<file path="src/rtl/tiny_rv_regread_pkg.sv">
// -----------------------------------------------------------------------------
// tiny_rv_regread_pkg
// Shared definitions for the tiny_rv register-read stage:
//   - RV32I major opcode constants
//   - bubble opcode (an all-zero rr_* bundle reads as a bubble)
//   - immediate-format enum plus the opcode -> format mapping
//   - the packed rr_* pipeline-register bundle
// -----------------------------------------------------------------------------
package tiny_rv_regread_pkg;

  localparam logic [6:0] OPC_LUI    = 7'b0110111;
  localparam logic [6:0] OPC_AUIPC  = 7'b0010111;
  localparam logic [6:0] OPC_JAL    = 7'b1101111;
  localparam logic [6:0] OPC_JALR   = 7'b1100111;
  localparam logic [6:0] OPC_BRANCH = 7'b1100011;
  localparam logic [6:0] OPC_LOAD   = 7'b0000011;
  localparam logic [6:0] OPC_STORE  = 7'b0100011;
  localparam logic [6:0] OPC_OP_IMM = 7'b0010011;
  localparam logic [6:0] OPC_OP     = 7'b0110011;
  localparam logic [6:0] OPC_FENCE  = 7'b0001111;
  localparam logic [6:0] OPC_SYSTEM = 7'b1110011;

  // Opcode value carried by an empty slot.
  localparam logic [6:0] OPC_BUBBLE = 7'h00;

  typedef enum logic [2:0] {
    FMT_NONE = 3'd0,
    FMT_I    = 3'd1,
    FMT_S    = 3'd2,
    FMT_B    = 3'd3,
    FMT_U    = 3'd4,
    FMT_J    = 3'd5
  } imm_fmt_e;

  typedef struct packed {
    logic [31:0] pc;
    logic [31:0] inst;
    logic [6:0]  opcode;
    logic [4:0]  rd;
    logic [2:0]  funct3;
    logic [6:0]  funct7;
    logic [31:0] rs1;
    logic [31:0] rs2;
    logic [31:0] imm32;
  } rr_bundle_t;

  // All-zero bundle: opcode field equals OPC_BUBBLE.
  localparam rr_bundle_t RR_BUBBLE = '{default: 1'b0};

  // Map a major opcode to the immediate layout it uses. FENCE and OP carry
  // no immediate that execute consumes, so they fall into FMT_NONE.
  function automatic imm_fmt_e imm_fmt_of(input logic [6:0] opcode);
    imm_fmt_e fmt;
    case (opcode)
      OPC_OP_IMM, OPC_LOAD, OPC_JALR, OPC_SYSTEM: fmt = FMT_I;
      OPC_STORE:                                  fmt = FMT_S;
      OPC_BRANCH:                                 fmt = FMT_B;
      OPC_LUI, OPC_AUIPC:                         fmt = FMT_U;
      OPC_JAL:                                    fmt = FMT_J;
      OPC_OP, OPC_FENCE:                          fmt = FMT_NONE;
      default:                                    fmt = FMT_NONE;
    endcase
    return fmt;
  endfunction

endpackage

</file>
<file path="src/rtl/tiny_rv_regfile.sv">
// -----------------------------------------------------------------------------
// tiny_rv_regfile
// 32 x 32 architectural register file, two asynchronous read ports and one
// synchronous write port. x0 always reads zero and is never written. The
// asynchronous active-low reset clears every entry.
// Ports:
//   i_clk, i_reset_n       clock / async active-low reset
//   i_we, i_waddr, i_wdata write port (sampled on rising edge)
//   i_raddr_a, o_rdata_a   read port A (combinational)
//   i_raddr_b, o_rdata_b   read port B (combinational)
// -----------------------------------------------------------------------------
module tiny_rv_regfile (
  input  logic        i_clk,
  input  logic        i_reset_n,
  input  logic        i_we,
  input  logic [4:0]  i_waddr,
  input  logic [31:0] i_wdata,
  input  logic [4:0]  i_raddr_a,
  output logic [31:0] o_rdata_a,
  input  logic [4:0]  i_raddr_b,
  output logic [31:0] o_rdata_b
);

  logic [31:0] mem_q [32];
  logic [31:0] mem_d [32];

  // Next-state of the storage array: a single entry updated on a write.
  always_comb begin
    mem_d = mem_q;
    if (i_we && (i_waddr != 5'd0)) begin
      mem_d[i_waddr] = i_wdata;
    end else begin
      mem_d = mem_q;
    end
  end

  // Storage flops with asynchronous clear.
  always_ff @(posedge i_clk or negedge i_reset_n) begin
    if (!i_reset_n) begin
      for (int i = 0; i < 32; i++) begin
        mem_q[i] <= 32'd0;
      end
    end else begin
      mem_q <= mem_d;
    end
  end

  // Asynchronous read ports; x0 is forced to zero regardless of storage.
  always_comb begin
    if (i_raddr_a == 5'd0) begin
      o_rdata_a = 32'd0;
    end else begin
      o_rdata_a = mem_q[i_raddr_a];
    end
    if (i_raddr_b == 5'd0) begin
      o_rdata_b = 32'd0;
    end else begin
      o_rdata_b = mem_q[i_raddr_b];
    end
  end

endmodule

</file>
<file path="src/rtl/tiny_rv_regread.sv">
// -----------------------------------------------------------------------------
// tiny_rv_regread
// Register-read stage of the tiny_rv core. Decodes the fetched instruction
// combinationally, reads both source operands (with bypass from execute's
// in-flight result and its writeback), and captures everything into the
// registered rr_* bundle that feeds execute.
// Ports:
//   i_clk, i_reset_n          clock / async active-low reset
//   if_valid, if_pc, if_inst  fetched instruction slot
//   rr_if_stall               back-pressure to fetch (mirrors exec_rr_stall)
//   exec_rr_stall             execute cannot accept: hold rr_*
//   exec_rr_flush             redirect: load a bubble (wins over stall)
//   of1_reg, of1_val          rd / combinational result of the op in execute
//   exec_rd, exec_rd_val      writeback port (also a bypass source)
//   rr_*                      registered decoded bundle
// -----------------------------------------------------------------------------
module tiny_rv_regread
  import tiny_rv_regread_pkg::*;
(
  input  logic        i_clk,
  input  logic        i_reset_n,
  input  logic        if_valid,
  input  logic [31:0] if_pc,
  input  logic [31:0] if_inst,
  output logic        rr_if_stall,
  input  logic        exec_rr_stall,
  input  logic        exec_rr_flush,
  input  logic [4:0]  of1_reg,
  input  logic [31:0] of1_val,
  input  logic [4:0]  exec_rd,
  input  logic [31:0] exec_rd_val,
  output logic [31:0] rr_pc,
  output logic [31:0] rr_inst,
  output logic [6:0]  rr_opcode,
  output logic [4:0]  rr_rd,
  output logic [2:0]  rr_funct3,
  output logic [6:0]  rr_funct7,
  output logic [31:0] rr_rs1,
  output logic [31:0] rr_rs2,
  output logic [31:0] rr_imm32
);

  // Bypass priority: x0, then the op in execute (youngest), then writeback
  // (one older), then the architectural file.
  function automatic logic [31:0] operand_sel(
    input logic [4:0]  idx,
    input logic [4:0]  fwd1_reg,
    input logic [31:0] fwd1_val,
    input logic [4:0]  wb_reg,
    input logic [31:0] wb_val,
    input logic [31:0] rf_val
  );
    logic [31:0] val;
    if (idx == 5'd0) begin
      val = 32'd0;
    end else if (idx == fwd1_reg) begin
      val = fwd1_val;
    end else if (idx == wb_reg) begin
      val = wb_val;
    end else begin
      val = rf_val;
    end
    return val;
  endfunction

  logic [4:0]  dec_rs1_idx;
  logic [4:0]  dec_rs2_idx;
  imm_fmt_e    dec_fmt;
  logic [31:0] dec_imm;
  logic [31:0] rf_rdata_a;
  logic [31:0] rf_rdata_b;
  logic [31:0] dec_rs1_val;
  logic [31:0] dec_rs2_val;
  logic        rf_we;
  rr_bundle_t  dec_bundle;
  rr_bundle_t  rr_d;
  rr_bundle_t  rr_q;

  assign dec_rs1_idx = if_inst[19:15];
  assign dec_rs2_idx = if_inst[24:20];
  assign dec_fmt     = imm_fmt_of(if_inst[6:0]);
  assign rf_we       = (exec_rd != 5'd0);

  // Fetch only needs to know about stall; flush reaches it via execute's
  // PC redirect instead.
  assign rr_if_stall = exec_rr_stall;

  tiny_rv_regfile u_regfile (
    .i_clk     (i_clk),
    .i_reset_n (i_reset_n),
    .i_we      (rf_we),
    .i_waddr   (exec_rd),
    .i_wdata   (exec_rd_val),
    .i_raddr_a (dec_rs1_idx),
    .o_rdata_a (rf_rdata_a),
    .i_raddr_b (dec_rs2_idx),
    .o_rdata_b (rf_rdata_b)
  );

  // Immediate assembly for the decoded format, sign-extended from inst[31].
  always_comb begin
    dec_imm = 32'd0;
    case (dec_fmt)
      FMT_I: dec_imm = {{20{if_inst[31]}}, if_inst[31:20]};
      FMT_S: dec_imm = {{20{if_inst[31]}}, if_inst[31:25], if_inst[11:7]};
      FMT_B: dec_imm = {{19{if_inst[31]}}, if_inst[31], if_inst[7],
                        if_inst[30:25], if_inst[11:8], 1'b0};
      FMT_U: dec_imm = {if_inst[31:12], 12'd0};
      FMT_J: dec_imm = {{11{if_inst[31]}}, if_inst[31], if_inst[19:12],
                        if_inst[20], if_inst[30:21], 1'b0};
      FMT_NONE: dec_imm = 32'd0;
      default:  dec_imm = 32'd0;
    endcase
  end

  // Operand muxes; both fields are read whatever the instruction format.
  always_comb begin
    dec_rs1_val = operand_sel(dec_rs1_idx, of1_reg, of1_val,
                              exec_rd, exec_rd_val, rf_rdata_a);
    dec_rs2_val = operand_sel(dec_rs2_idx, of1_reg, of1_val,
                              exec_rd, exec_rd_val, rf_rdata_b);
  end

  // Assemble the decode slot into bundle form.
  always_comb begin
    dec_bundle        = RR_BUBBLE;
    dec_bundle.pc     = if_pc;
    dec_bundle.inst   = if_inst;
    dec_bundle.opcode = if_inst[6:0];
    dec_bundle.rd     = if_inst[11:7];
    dec_bundle.funct3 = if_inst[14:12];
    dec_bundle.funct7 = if_inst[31:25];
    dec_bundle.rs1    = dec_rs1_val;
    dec_bundle.rs2    = dec_rs2_val;
    dec_bundle.imm32  = dec_imm;
  end

  // Load control: flush beats stall; a stalled slot keeps its operands
  // unrefreshed and recaptures bypass values on the unstall edge.
  always_comb begin
    rr_d = rr_q;
    if (exec_rr_flush) begin
      rr_d = RR_BUBBLE;
    end else if (exec_rr_stall) begin
      rr_d = rr_q;
    end else if (!if_valid) begin
      rr_d = RR_BUBBLE;
    end else begin
      rr_d = dec_bundle;
    end
  end

  // rr_* pipeline register, cleared immediately by reset.
  always_ff @(posedge i_clk or negedge i_reset_n) begin
    if (!i_reset_n) begin
      rr_q <= RR_BUBBLE;
    end else begin
      rr_q <= rr_d;
    end
  end

  assign rr_pc     = rr_q.pc;
  assign rr_inst   = rr_q.inst;
  assign rr_opcode = rr_q.opcode;
  assign rr_rd     = rr_q.rd;
  assign rr_funct3 = rr_q.funct3;
  assign rr_funct7 = rr_q.funct7;
  assign rr_rs1    = rr_q.rs1;
  assign rr_rs2    = rr_q.rs2;
  assign rr_imm32  = rr_q.imm32;

endmodule

</file>
<file path="config.mk">
export PLATFORM = sky130hd
export DESIGN_NAME = tiny_rv_regread
export DESIGN_NICKNAME = d
export VERILOG_FILES = /design/src/rtl/tiny_rv_regread_pkg.sv /design/src/rtl/tiny_rv_regfile.sv /design/src/rtl/tiny_rv_regread.sv
export SDC_FILE = /design/constraint.sdc
export NUM_CORES = 2
export LEC_CHECK = 0
export CORE_ASPECT_RATIO = 1.25
export CORE_MARGIN = 2
export CORE_UTILIZATION = 37
export DETAILED_ROUTE_END_ITERATION = 6
export SLEW_MARGIN = 25
export SYNTH_ARGS = -nofsm -noshare
export SYNTH_HDL_FRONTEND = slang
export SYNTH_SLANG_ARGS = --single-unit
</file>
<file path="constraint.sdc">
create_clock -name i_clk -period 5.22 [get_ports i_clk]
set_input_delay 0.783 -clock i_clk [delete_from_list [all_inputs] [get_ports i_clk]]
set_output_delay 0.783 -clock i_clk [all_outputs]
set_load 0.05 [all_outputs]
</file>
==> impl_metrics.tcl <==
set metrics [dict create \
    p_sw_mw 8.05 \
    synth.most_common_cell "dfrtp_1" \
    hold_viol_final 6 \
    synth_warnings 0 \
    regToRegEndpoint "rr_rs1[19]$_DFFE_PN0P_" \
    r2r_slack_ps 2640 \
    crit_slowest_cell "nor2b_4" \
    final_nets 4743 \
    grt_first_pass_wirelength_microns 322000 \
    seqPwrFrac_pct 44.4 \
    path_delay_family "buffers and inverters" \
    ys_seq_elements 1184 \
    drive_gt1_share_pct 39.5 \
    critPathLaunchType "input port" \
    drc 0 \
    setup-violations-final 0 \
    fin_setup_tns_ps 0 \
    regToRegStartpoint "u_regfile.mem_q[531]$_DFFE_PN0P_" \
    fin_crit_ps 3320 \
    crit_path_frequent_cell "buf_4" \
    grt_max_degree 155 \
    initial_core_util_pct 37.1 \
    cp_data_required_time_ps 5880 \
    grt_usage_pct 26.0 \
    slew_headroom_pct 24.1 \
    cts_tree "built" \
    wirelength_microns 225000 \
    drv_slew 0 \
    crit_buf_inv 3 \
    finalClockSkew_ps 27.8 \
    p_leak_nw 30.1 \
    power.internal_mw 19.9 \
    whs_ps -37.1 \
    h-tree-depth 4 \
    synth_edf_count 0 \
    wire_per_inst_microns 32.5 \
    gp_congestion 0.857 \
    cpPeakStageDelay_ps 760 \
    synthToLayoutAreaGrowth_pct 16.1 \
    pwr-share-clk_pct 34.0 \
    cap_viol_max_count 0 \
    violations "hold timing" \
    status "complete, but fails checks" \
    p_comb_share_pct 21.6 \
    synth.area.top_cells "dfrtp_1 (48%), mux2_2 (18%), mux4_2 (13%), mux2i_1 (6.5%), clkbuf_1 (1.9%)" \
    die_area_sq_um 171000 \
    dieWidth_microns 371 \
    clock_path_buffers 3 \
    p_sw_share_pct 28.8 \
    synth.distinct_cells 59 \
    fp-row-count 168 \
    worstHoldPathType "input port to async pin" \
    vias_per_cell 6.27 \
    io_buffers 325 \
    drt_first_iter_violations 4323 \
    endpoint_kind "register" \
    fin_util_pct 43.1 \
    peakVddDrop_mv 0.277 \
    reg2reg_depth 6 \
    syn_nets 4619 \
    path_class "input port to register" \
    io_pins 326 \
    max_freq_mhz 301 \
    crit_path_cell_trace "clkbuf_8, nor2b_4, buf_4, a22oi_1, nand3_1, nand2_1, a2111oi_0, buf_4, o21ai_0" \
    root_buffer "clkbuf_16" \
    die_h_microns 462 \
    worstMarginPinSlew_ps 1140 \
    ctsHoldBuffers 0 \
    postCtsSetupRepairBufs 0 \
    hpwl_microns 142000 \
    overflow 0 \
    synthTopCellsByCount "dfrtp_1 (1184), mux2_2 (1013), mux2i_1 (404)" \
    cp.arrival_ps 3980 \
    first_pass_iters 6 \
    netlist_area_sq_um 62100 \
    powerDensity_nw_per_um2 388 \
    grt_pass1_vias 44000 \
    clk_latency_ps 800 \
    path_clk_slew_ps 60 \
    numClockSinks 1184 \
    cts_resized 0 \
    async_flop_share_pct 100 \
    ant_nets 0 \
    yosysTopAreaCellShare_pct 47.7 \
    syn_inst 4476 \
    synth_largest_area_cell "dfrtp_1" \
    rsz0062_at_grt "no" \
    synth_area_per_cell_sq_um 13.9 \
    ys_seq_area_share_pct 47.7 \
    vias 43400 \
    post-route-period-util_pct 63.6 \
    ys.flop_type "dfrtp_1" \
    antenna_found_initial 17 \
    cts_buffers 133 \
    worstPathMaxFanout 35 \
    core_sq_um 167000 \
]
## kinds of logic (layout without fill, tap and decap cells)
kind of cell | Yosys count | count (layout) | share of synthesized area, %
AO/OA/AOI/OAI | 571 | 571 | 6.98
XOR/XNOR | 20 | 20 | 0.282
other | 0 | 6 | 0
buffers and inverters | 526 | 750 | 3.92
flip-flops | 1184 | 1184 | 47.7
AND/OR/NAND/NOR | 386 | 386 | 2.88
multiplexers | 1789 | 1789 | 38.2
## metal layers
layer  routed length, microns  part of all wire, %  global-route usage [%]  up-vias
li1                         -                    -                       -    17400
met1                    90100                   40                    34.3    23200
met2                   107000                   47                    42.0     2197
met3                    17700                  7.9                    4.78      542
met4                    10200                  4.5                    11.3        8
met5                       46                0.020                       0        -
## area by class of cell
cell class                      count  area, sq um
Tap cell                         2210         2770
Clock inverter                     36          412
Sequential cell                  1184        29600
Multi-Input combinational cell   2766        30300
Fill cell                       15400        95200
Timing Repair Buffer              511         5040
Clock buffer                      199         3940
Inverter                            4         15.0
Antenna cell                        6         15.0
## power by group through the flow
stage / logic [mW] / clock network [mW] / registers, mW
6_report: 6.04 / 9.51 / 12.4
5_1_grt: 6.43 / 10.0 / 12.6
4_1_cts: 6.05 / 9.64 / 12.4
3_5_place_dp: 6.03 / 0 / 12.5
3_3_place_gp: 5.93 / 0 / 12.4
2_1_floorplan: 4.26 / 0 / 12.2
## how the worst max path moves through the flow
stage / from / depth (start not counted) / to / slack, ps
after floorplan: if_inst[15] / 8 / rr_rs1[0]$_DFFE_PN0P_ / 2550
final: if_inst[16] / 9 / rr_rs1[19]$_DFFE_PN0P_ / 1900
after detailed placement: if_inst[23] / 7 / rr_rs2[9]$_DFFE_PN0P_ / 1120
after global placement: if_inst[23] / 7 / rr_rs2[17]$_DFFE_PN0P_ / 1090
after CTS: if_inst[23] / 7 / rr_rs2[8]$_DFFE_PN0P_ / 1960
after global routing: if_inst[16] / 9 / rr_rs1[19]$_DFFE_PN0P_ / 1860
## per-stage QoR
stage / area [sq um] / setup WS (ps) / hold WS, ps / instances / total power, mW
after CTS: 72100 / 1960 / 17.9 / 6910 / 28.0
final: 72100 / 1900 / -37.1 / 6916 / 28.0
after detailed placement: 67800 / 1120 / 383 / 6675 / 18.5
after floorplan: 62100 / 2550 / 441 / 4476 / 16.5
after global routing: 72100 / 1860 / 50.5 / 6914 / 29.1
after global placement: 67800 / 1090 / 376 / 6675 / 18.3
## sequential cells by signal (all words and copies together), names as in the netlist
register,flops
u_regfile.mem_q,1024
rr_imm32,32
rr_inst,32
rr_pc,32
rr_rs1,32
rr_rs2,32
## placed cells by master, fill, tap and decap left out, types with 24 or more instances in the layout
cell type and n:
clkbuf_8 36, a22o_1 88, nand3_1 29, a2111oi_0 24, nand2_1 169, buf_12 36, mux4_2 366, nor2_1 44
mux2_2 1013, mux2i_1 404, o21ai_0 56, a22oi_1 107, dfrtp_1 1184, clkbuf_16 134, o221ai_1 46, o22ai_1 37
a221oi_1 41, a21oi_1 46, clkbuf_1 31, buf_4 151, clkdlybuf4s50_1 301
No activity file was read; power rests on OpenSTA's default activity.
